<file path="src/rtl/decode_pkg.sv">
// Shared decode definitions: opcode classes, FSM states and control flags.
package decode_pkg;

  localparam logic [1:0] CLS_ONE = 2'b00;
  localparam logic [1:0] CLS_TWO = 2'b01;
  localparam logic [1:0] CLS_MEM = 2'b10;
  localparam logic [1:0] CLS_IMM = 2'b11;

  localparam logic [4:0] OPC_NOP = 5'd0;

  typedef enum logic {
    S_OP,
    S_IMM
  } state_t;

  typedef struct packed {
    logic reg_write;
    logic mem_read;
    logic mem_write;
    logic imm_sel;
  } ctrl_t;

  // Opcode class, NOP detect and opcode LSB fully determine the control flags.
  function automatic ctrl_t decode_flags(input logic [1:0] cls, input logic is_nop,
                                         input logic lsb);
    ctrl_t f;
    f = '0;
    case (cls)
      CLS_ONE: f.reg_write = !is_nop;
      CLS_TWO: f.reg_write = 1'b1;
      CLS_MEM: begin
        f.reg_write = !lsb;
        f.mem_read  = !lsb;
        f.mem_write = lsb;
      end
      default: begin
        f.imm_sel   = 1'b1;
        f.reg_write = 1'b1;
        f.mem_read  = lsb;
      end
    endcase
    return f;
  endfunction

endpackage

</file>
<file path="src/rtl/decode_regfile.sv">
// Register file with two combinational read ports, writeback bypass and one write port.
module decode_regfile #(
  parameter int unsigned NUM_REGS = 8,
  parameter int unsigned DATA_W   = 16,
  localparam int unsigned AW      = $clog2(NUM_REGS)
) (
  input  logic              clk,
  input  logic              reset,
  input  logic              wr_en,
  input  logic [AW-1:0]     wr_addr,
  input  logic [DATA_W-1:0] wr_data,
  input  logic [AW-1:0]     rd_addr_a,
  input  logic [AW-1:0]     rd_addr_b,
  output logic [DATA_W-1:0] rd_data_a_c,
  output logic [DATA_W-1:0] rd_data_b_c
);

  logic [DATA_W-1:0] regs [NUM_REGS];

  // Storage: cleared on reset, written by writeback.
  always_ff @(posedge clk or posedge reset) begin
    if (reset) begin
      for (int i = 0; i < NUM_REGS; i++) regs[i] <= '0;
    end else if (wr_en) begin
      regs[wr_addr] <= wr_data;
    end
  end

  // Reads see a same-cycle writeback to the same index.
  always_comb begin
    rd_data_a_c = (wr_en && wr_addr == rd_addr_a) ? wr_data : regs[rd_addr_a];
    rd_data_b_c = (wr_en && wr_addr == rd_addr_b) ? wr_data : regs[rd_addr_b];
  end

endmodule

</file>
<file path="src/rtl/decode_unit.sv">
// Decode stage: assembles one/two-word instructions, reads operands, feeds execute.
module decode_unit
  import decode_pkg::*;
#(
  parameter int unsigned DATA_W   = 16,
  parameter int unsigned NUM_REGS = 8,
  parameter int unsigned INSTR_W  = 16,
  parameter int unsigned OPC_W    = 5,
  localparam int unsigned AW      = $clog2(NUM_REGS)
) (
  input  logic               clk,
  input  logic               reset,
  input  logic               if_valid,
  input  logic [INSTR_W-1:0] if_word,
  output logic               id_ready,
  input  logic               flush,
  input  logic               wb_en,
  input  logic [AW-1:0]      wb_addr,
  input  logic [DATA_W-1:0]  wb_data,
  input  logic               ex_ready,
  output logic               ex_valid,
  output logic [OPC_W-1:0]   ex_opcode,
  output logic [AW-1:0]      ex_rd,
  output logic [DATA_W-1:0]  ex_rd_val,
  output logic [DATA_W-1:0]  ex_rs_val,
  output logic [DATA_W-1:0]  ex_imm,
  output logic               ex_reg_write,
  output logic               ex_mem_read,
  output logic               ex_mem_write,
  output logic               ex_imm_sel
);

  state_t            state, state_nxt;
  logic [OPC_W-1:0]  hold_opc;
  logic [AW-1:0]     hold_rd, hold_rs;
  logic [OPC_W-1:0]  in_opc, cur_opc;
  logic [AW-1:0]     in_rd, in_rs, cur_rd, cur_rs;
  logic [DATA_W-1:0] rd_val_c, rs_val_c, imm_c;
  logic              load, latch, ex_free;
  ctrl_t             flags_c;

  assign in_opc = if_word[INSTR_W-1 -: OPC_W];
  assign in_rd  = if_word[INSTR_W-OPC_W-1 -: AW];
  assign in_rs  = if_word[INSTR_W-OPC_W-AW-1 -: AW];

  // In S_IMM the instruction fields come from the held first word.
  always_comb begin
    cur_opc = (state == S_IMM) ? hold_opc : in_opc;
    cur_rd  = (state == S_IMM) ? hold_rd : in_rd;
    cur_rs  = (state == S_IMM) ? hold_rs : in_rs;
    imm_c   = (state == S_IMM) ? DATA_W'($signed(if_word)) : '0;
    flags_c = decode_flags(cur_opc[OPC_W-1 -: 2], cur_opc == OPC_W'(OPC_NOP), cur_opc[0]);
    ex_free = !ex_valid || ex_ready;
  end

  decode_regfile #(
    .NUM_REGS(NUM_REGS),
    .DATA_W  (DATA_W)
  ) u_regfile (
    .clk        (clk),
    .reset      (reset),
    .wr_en      (wb_en),
    .wr_addr    (wb_addr),
    .wr_data    (wb_data),
    .rd_addr_a  (cur_rd),
    .rd_addr_b  (cur_rs),
    .rd_data_a_c(rd_val_c),
    .rd_data_b_c(rs_val_c)
  );

  // FSM state and hold register.
  always_ff @(posedge clk or posedge reset) begin
    if (reset) begin
      state    <= S_OP;
      hold_opc <= '0;
      hold_rd  <= '0;
      hold_rs  <= '0;
    end else begin
      state <= state_nxt;
      if (flush) begin
        hold_opc <= '0;
        hold_rd  <= '0;
        hold_rs  <= '0;
      end else if (latch) begin
        hold_opc <= in_opc;
        hold_rd  <= in_rd;
        hold_rs  <= in_rs;
      end
    end
  end

  // Next state, handshake and load/latch strobes; the hold path ignores ex stall.
  always_comb begin
    state_nxt = state;
    id_ready  = 1'b0;
    load      = 1'b0;
    latch     = 1'b0;
    if (!reset && !flush) begin
      case (state)
        S_OP: begin
          id_ready = (in_opc[OPC_W-1 -: 2] == CLS_IMM) ? 1'b1 : ex_free;
          if (if_valid && id_ready) begin
            if (in_opc[OPC_W-1 -: 2] == CLS_IMM) begin
              latch     = 1'b1;
              state_nxt = S_IMM;
            end else begin
              load = 1'b1;
            end
          end
        end
        default: begin
          id_ready = ex_free;
          if (if_valid && id_ready) begin
            load      = 1'b1;
            state_nxt = S_OP;
          end
        end
      endcase
    end
    if (flush) state_nxt = S_OP;
  end

  // Execute pipeline register: load, hold under stall, drain when consumed.
  always_ff @(posedge clk or posedge reset) begin
    if (reset) begin
      ex_valid     <= 1'b0;
      ex_opcode    <= '0;
      ex_rd        <= '0;
      ex_rd_val    <= '0;
      ex_rs_val    <= '0;
      ex_imm       <= '0;
      ex_reg_write <= 1'b0;
      ex_mem_read  <= 1'b0;
      ex_mem_write <= 1'b0;
      ex_imm_sel   <= 1'b0;
    end else if (flush) begin
      ex_valid <= 1'b0;
    end else if (load) begin
      ex_valid     <= 1'b1;
      ex_opcode    <= cur_opc;
      ex_rd        <= cur_rd;
      ex_rd_val    <= rd_val_c;
      ex_rs_val    <= rs_val_c;
      ex_imm       <= imm_c;
      ex_reg_write <= flags_c.reg_write;
      ex_mem_read  <= flags_c.mem_read;
      ex_mem_write <= flags_c.mem_write;
      ex_imm_sel   <= flags_c.imm_sel;
    end else if (ex_ready) begin
      ex_valid <= 1'b0;
    end
  end

endmodule
</file>
<file path="config.mk">
export PLATFORM = sky130hd
export DESIGN_NAME = decode_unit
export DESIGN_NICKNAME = d
export VERILOG_FILES = /design/src/rtl/decode_pkg.sv /design/src/rtl/decode_regfile.sv /design/src/rtl/decode_unit.sv
export SDC_FILE = /design/constraint.sdc
export NUM_CORES = 1
export LEC_CHECK = 0
export BUFFER_PORTS_ARGS = -buffer_cell sky130_fd_sc_hd__buf_4
export CORE_MARGIN = 4
export CORE_UTILIZATION = 60
export CTS_CLUSTER_SIZE = 30
export DETAILED_ROUTE_END_ITERATION = 16
export GPL_TIMING_DRIVEN = 0
export PLACE_DENSITY = 0.81
export SLEW_MARGIN = 30
export SYNTH_ARGS = -nofsm -noshare
export SYNTH_HDL_FRONTEND = slang
export SYNTH_SLANG_ARGS = --single-unit
</file>
<file path="constraint.sdc">
create_clock -name clk -period 9.05 [get_ports clk]
set_input_delay 1.3575 -clock clk [delete_from_list [all_inputs] [get_ports clk]]
set_output_delay 1.3575 -clock clk [all_outputs]
set_load 0.005 [all_outputs]
</file>
==> impl_results.md <==
* Clock-pin slew on the worst setup and hold paths at about 0.060 ns
* Least-Margin Pin Slew at 1.069 ns
* Async set-reset flop share out of synthesis at 100.0%
* Post-CTS sizing at 0
* Worst hold stages at 2
* Worst EP required at 9.44 ns
* WL met2 at roughly 16 mm
* WL met1 at around 13 mm
* Share of cells above drive strength 1 at between 20% and 30%
* Routed via count at between 9,000 and 10,000
* RSZ-0062 raised after global routing: no
* Io pins at roughly 100
* Startpoint types: primary input
* Starting Density at around three fifths
* Register bit total from synthesis at between 200 and 250
* Area delta synth->final at 16.67%
* GRT overflow at 0
* Worst path bufs/invs at 2
* Full die area at around 20,000 sq um
* Tot GR Track Use at between 30% and 40%
* Top cell by count, worst path: clkbuf_1
* Mapped Cells at just over 1,000
* Crit path arrival time at 4.06 ns
* Ant. Diodes at 0
* Number of synthesized flops with an enable pin at 0
* Post-DP HPWL at around 24 mm
* Slew margin rel. at approximately 28%
* CTS Hold Buffers Added at 0
* Largest delay contributor family on the critical path: buffers and inverters
* Later-pin clock latency in the skew report at around 0.51 ns
* # nets final at 1,203
* Pre-CTS WS at around 5 ns
* Setup slack after layout at 5.376 ns
* PwrDens at around 220 nW/um^2
* Run status: complete, no violations
* Largest stage delay on the critical path at roughly 0.97 ns
* Avg WL per Cell at 26.01 microns
* Crit-path max FO at 10
* Sequential share of the synthesized area at a little under half
* Antenna violations before repair at 1
* CP Cell Sequence: clkbuf_1 > nor3b_2 > clkbuf_1 > mux2_2
* Top Metal Used: met5
* Final WL at 36.42 mm
* Reg2Reg Depth at 7
* Clock Sink Count at 201
* Leak at 5.596 nW
* Simple-gate share of the synthesized area at between 10% and 20%
* Area share of fa/ha/maj cells after synthesis at 0%
* Post CTS Setup Buffer Count at 0
* Setup Skew at roughly 0.013 ns
* 1st-iter DRT viols at between 1,000 and 1,500
* CP Capture Type: register
* Final Cycle Share at 40.60%
* Xor-xnor portion of the synthesized cell area at less than 1%
* Synth cell types at between 50 and 60
* Met3 wire length at ~5.0 mm
* Vias in the first global route at about 9,500
* Core area at between 15,000 and 20,000 sq um
* Setup TNS at 0 ns
* Global-route wire length before repair at roughly 55 mm
* Pin count of the biggest net entering global routing at slightly above 70
* Max Cap Viol at 0
* # setup viols final at 0
* Inserted Clock Buffers at 22
* Mux share of post-synthesis cell area at a little under a fifth
* Tot Pwr at between 2 and 3 mW
* HP Class: reg2reg
* Critical path depth in cells at 4
* Crit Path Category: in2reg
* CTS H-tree depth at 1
* Fin cells at 1,400
* CTS tree: yes
* Die X at roughly 140 microns
* Placed Cells at between 1,000 and 1,500
* Critical path's slowest cell: nor3b_2
* Final Hold Fails at 0
* Antenna-violating nets left at 0
* Maximum vdd drop at 0.0001791 V
* Compound-cell area share of the yosys netlist at ~15%
* Port Buffers at 96
* Largest family of logic cells by synthesized area: multiplexers
* Mapped Nets at roughly 1,100
* Yosys warnings at 0
* Post-Syn Area per Cell at ~10 sq um
* Fmax at ~0.27 GHz
* Gpl congestion at approximately 0.99
* Drt drc at 0
* Root Driver: clkbuf_16
* Placement row count at 48
* Routed vias/inst at about 7
* Router iterations before antenna repair at 6
* Worst-case clock buffer depth at 3
* Ys flop type: dfrtp_1
* Mapped Area at between 10,000 and 15,000 sq um
* Die Y at 141.2 microns
* Max Slew Vio Count at 0
* Final Critical Period at roughly 3.7 ns
==> cells by family (layout without fill, tap and decap cells) <==
| family | Yosys count | after routing |
|---|---|---|
| DFF | 201 | 201 |
| muxes | 150 | 150 |
| xor gates and xnor gates | 7 | 7 |
| AOI/OAI and AO/OA | 251 | 251 |
| buffers and inverters | 110 | 247 |
| and+or+nand+nor | 319 | 319 |
==> cell usage after synthesis (6+ instances only) <==
master | count | share of area, %
a211oi_1 | 15 | 1.1
a21o_1 | 7 | 0.49
a21oi_1 | 32 | 1.5
a221oi_1 | 9 | 0.74
a31oi_1 | 14 | 0.82
and2_1 | 14 | 0.82
and3_1 | 8 | 0.47
buf_2 | 21 | 0.99
clkbuf_1 | 46 | 1.6
dfrtp_1 | 201 | 47
inv_1 | 29 | 1.0
mux2_2 | 83 | 8.8
mux2i_1 | 37 | 3.5
mux4_1 | 6 | 1.5
mux4_2 | 20 | 4.2
nand2_1 | 198 | 7.0
nand2b_1 | 10 | 0.59
nand3_1 | 50 | 2.4
nor2_1 | 18 | 0.63
o211ai_1 | 21 | 1.5
o21ai_0 | 82 | 3.9
o21ai_1 | 15 | 0.71
o221ai_1 | 15 | 1.2
o31a_1 | 8 | 0.66
o31ai_1 | 8 | 0.56
==> metrics by stage <==
step                      hold WS [ns]  util [%]  instance area (sq um)
after floorplan                 0.4498         -                  10650
after global placement          0.4518     67.11                  11650
after detailed placement        0.4628     67.62                  11740
after CTS                       0.4759     71.56                  12420
after global routing            0.4938     71.56                  12420
final                           0.4730     71.56                  12420
==> layer usage <==
layer / track usage [%] / up-vias
met1: 47.95 / 4645
met3: 9.600 / 190
met4: 19.53 / 2
li1: - / 4005
met5: 0 / -
met2: 54.75 / 791
==> path summary, 6_finish.rpt <==
check                            from             endpoint  slack (ns)
setup / recovery           wb_addr[1]   u_regfile.regs[89]        5.38
hold / removal              ex_imm[1]            ex_imm[1]        0.47
setup reg to reg                state        ex_rd_val[13]        6.01
hold reg to reg             ex_imm[1]            ex_imm[1]        0.47
max in group asynchronous       reset  u_regfile.regs[101]        7.39
min in group asynchronous       reset         ex_reg_write        0.92
==> registers in the layout (all words and copies together) (netlist names) <==
name,count
ex_imm,16
ex_imm_sel,1
ex_mem_read,1
ex_mem_write,1
ex_opcode,5
ex_rd,3
ex_rd_val,16
ex_reg_write,1
ex_rs_val,16
ex_valid,1
hold_opc,5
hold_rd,3
hold_rs,3
state,1
u_regfile.regs,128
==> cell usage in the layout (no fill, tap or decap), types with 3 or more instances in the layout <==
| master | n |
|---|---|
| o21ai_1 | 15 |
| a21o_1 | 7 |
| inv_1 | 28 |
| clkbuf_1 | 52 |
| mux2i_1 | 37 |
| clkbuf_8 | 5 |
| o31ai_1 | 8 |
| nor2_1 | 18 |
| buf_6 | 3 |
| o21ai_0 | 82 |
| a21oi_1 | 32 |
| nand2b_1 | 10 |
| a311oi_1 | 4 |
| a21boi_0 | 4 |
| o21a_1 | 3 |
| clkbuf_16 | 23 |
| a22o_1 | 4 |
| xnor2_1 | 5 |
| a31oi_1 | 14 |
| buf_2 | 21 |
| nand4b_1 | 3 |
| mux2_2 | 83 |
| dfrtp_1 | 201 |
| nand3_1 | 50 |
| and2_1 | 14 |
| o221ai_1 | 15 |
| and3_1 | 8 |
| mux4_1 | 6 |
| a221o_1 | 4 |
| o31a_1 | 8 |
| buf_1 | 5 |
| a211oi_1 | 15 |
| buf_4 | 102 |
| mux4_2 | 20 |
| a221oi_1 | 9 |
| o211ai_1 | 21 |
| nand2_1 | 198 |
==> report_power, final <==
group          total (mW)  switching, mW  internal, mW  leakage, nW
registers            1.22          0.147          1.08         2.52
clock network       0.866          0.363         0.504        0.334
logic               0.614          0.302         0.312         2.75
==> tightest hold or removal path, stage by stage (launching register included) <==
cell,delay [ns]
dfrtp_1,0.34
nand2_1,0.05
nand2_1,0.05
==> area by class of cell <==
class                   instances  area, sq um
well taps                     225        281.5
plain buffers                  81        370.4
fillers                      1311         4936
flip-flops and latches        201         5030
inverters                      29        116.4
clock inverters                 3        17.52
clock buffers                  34        666.9
repair buffers                100        790.8
multi-input cells             727         5147
(Power assumes the default switching activity.)
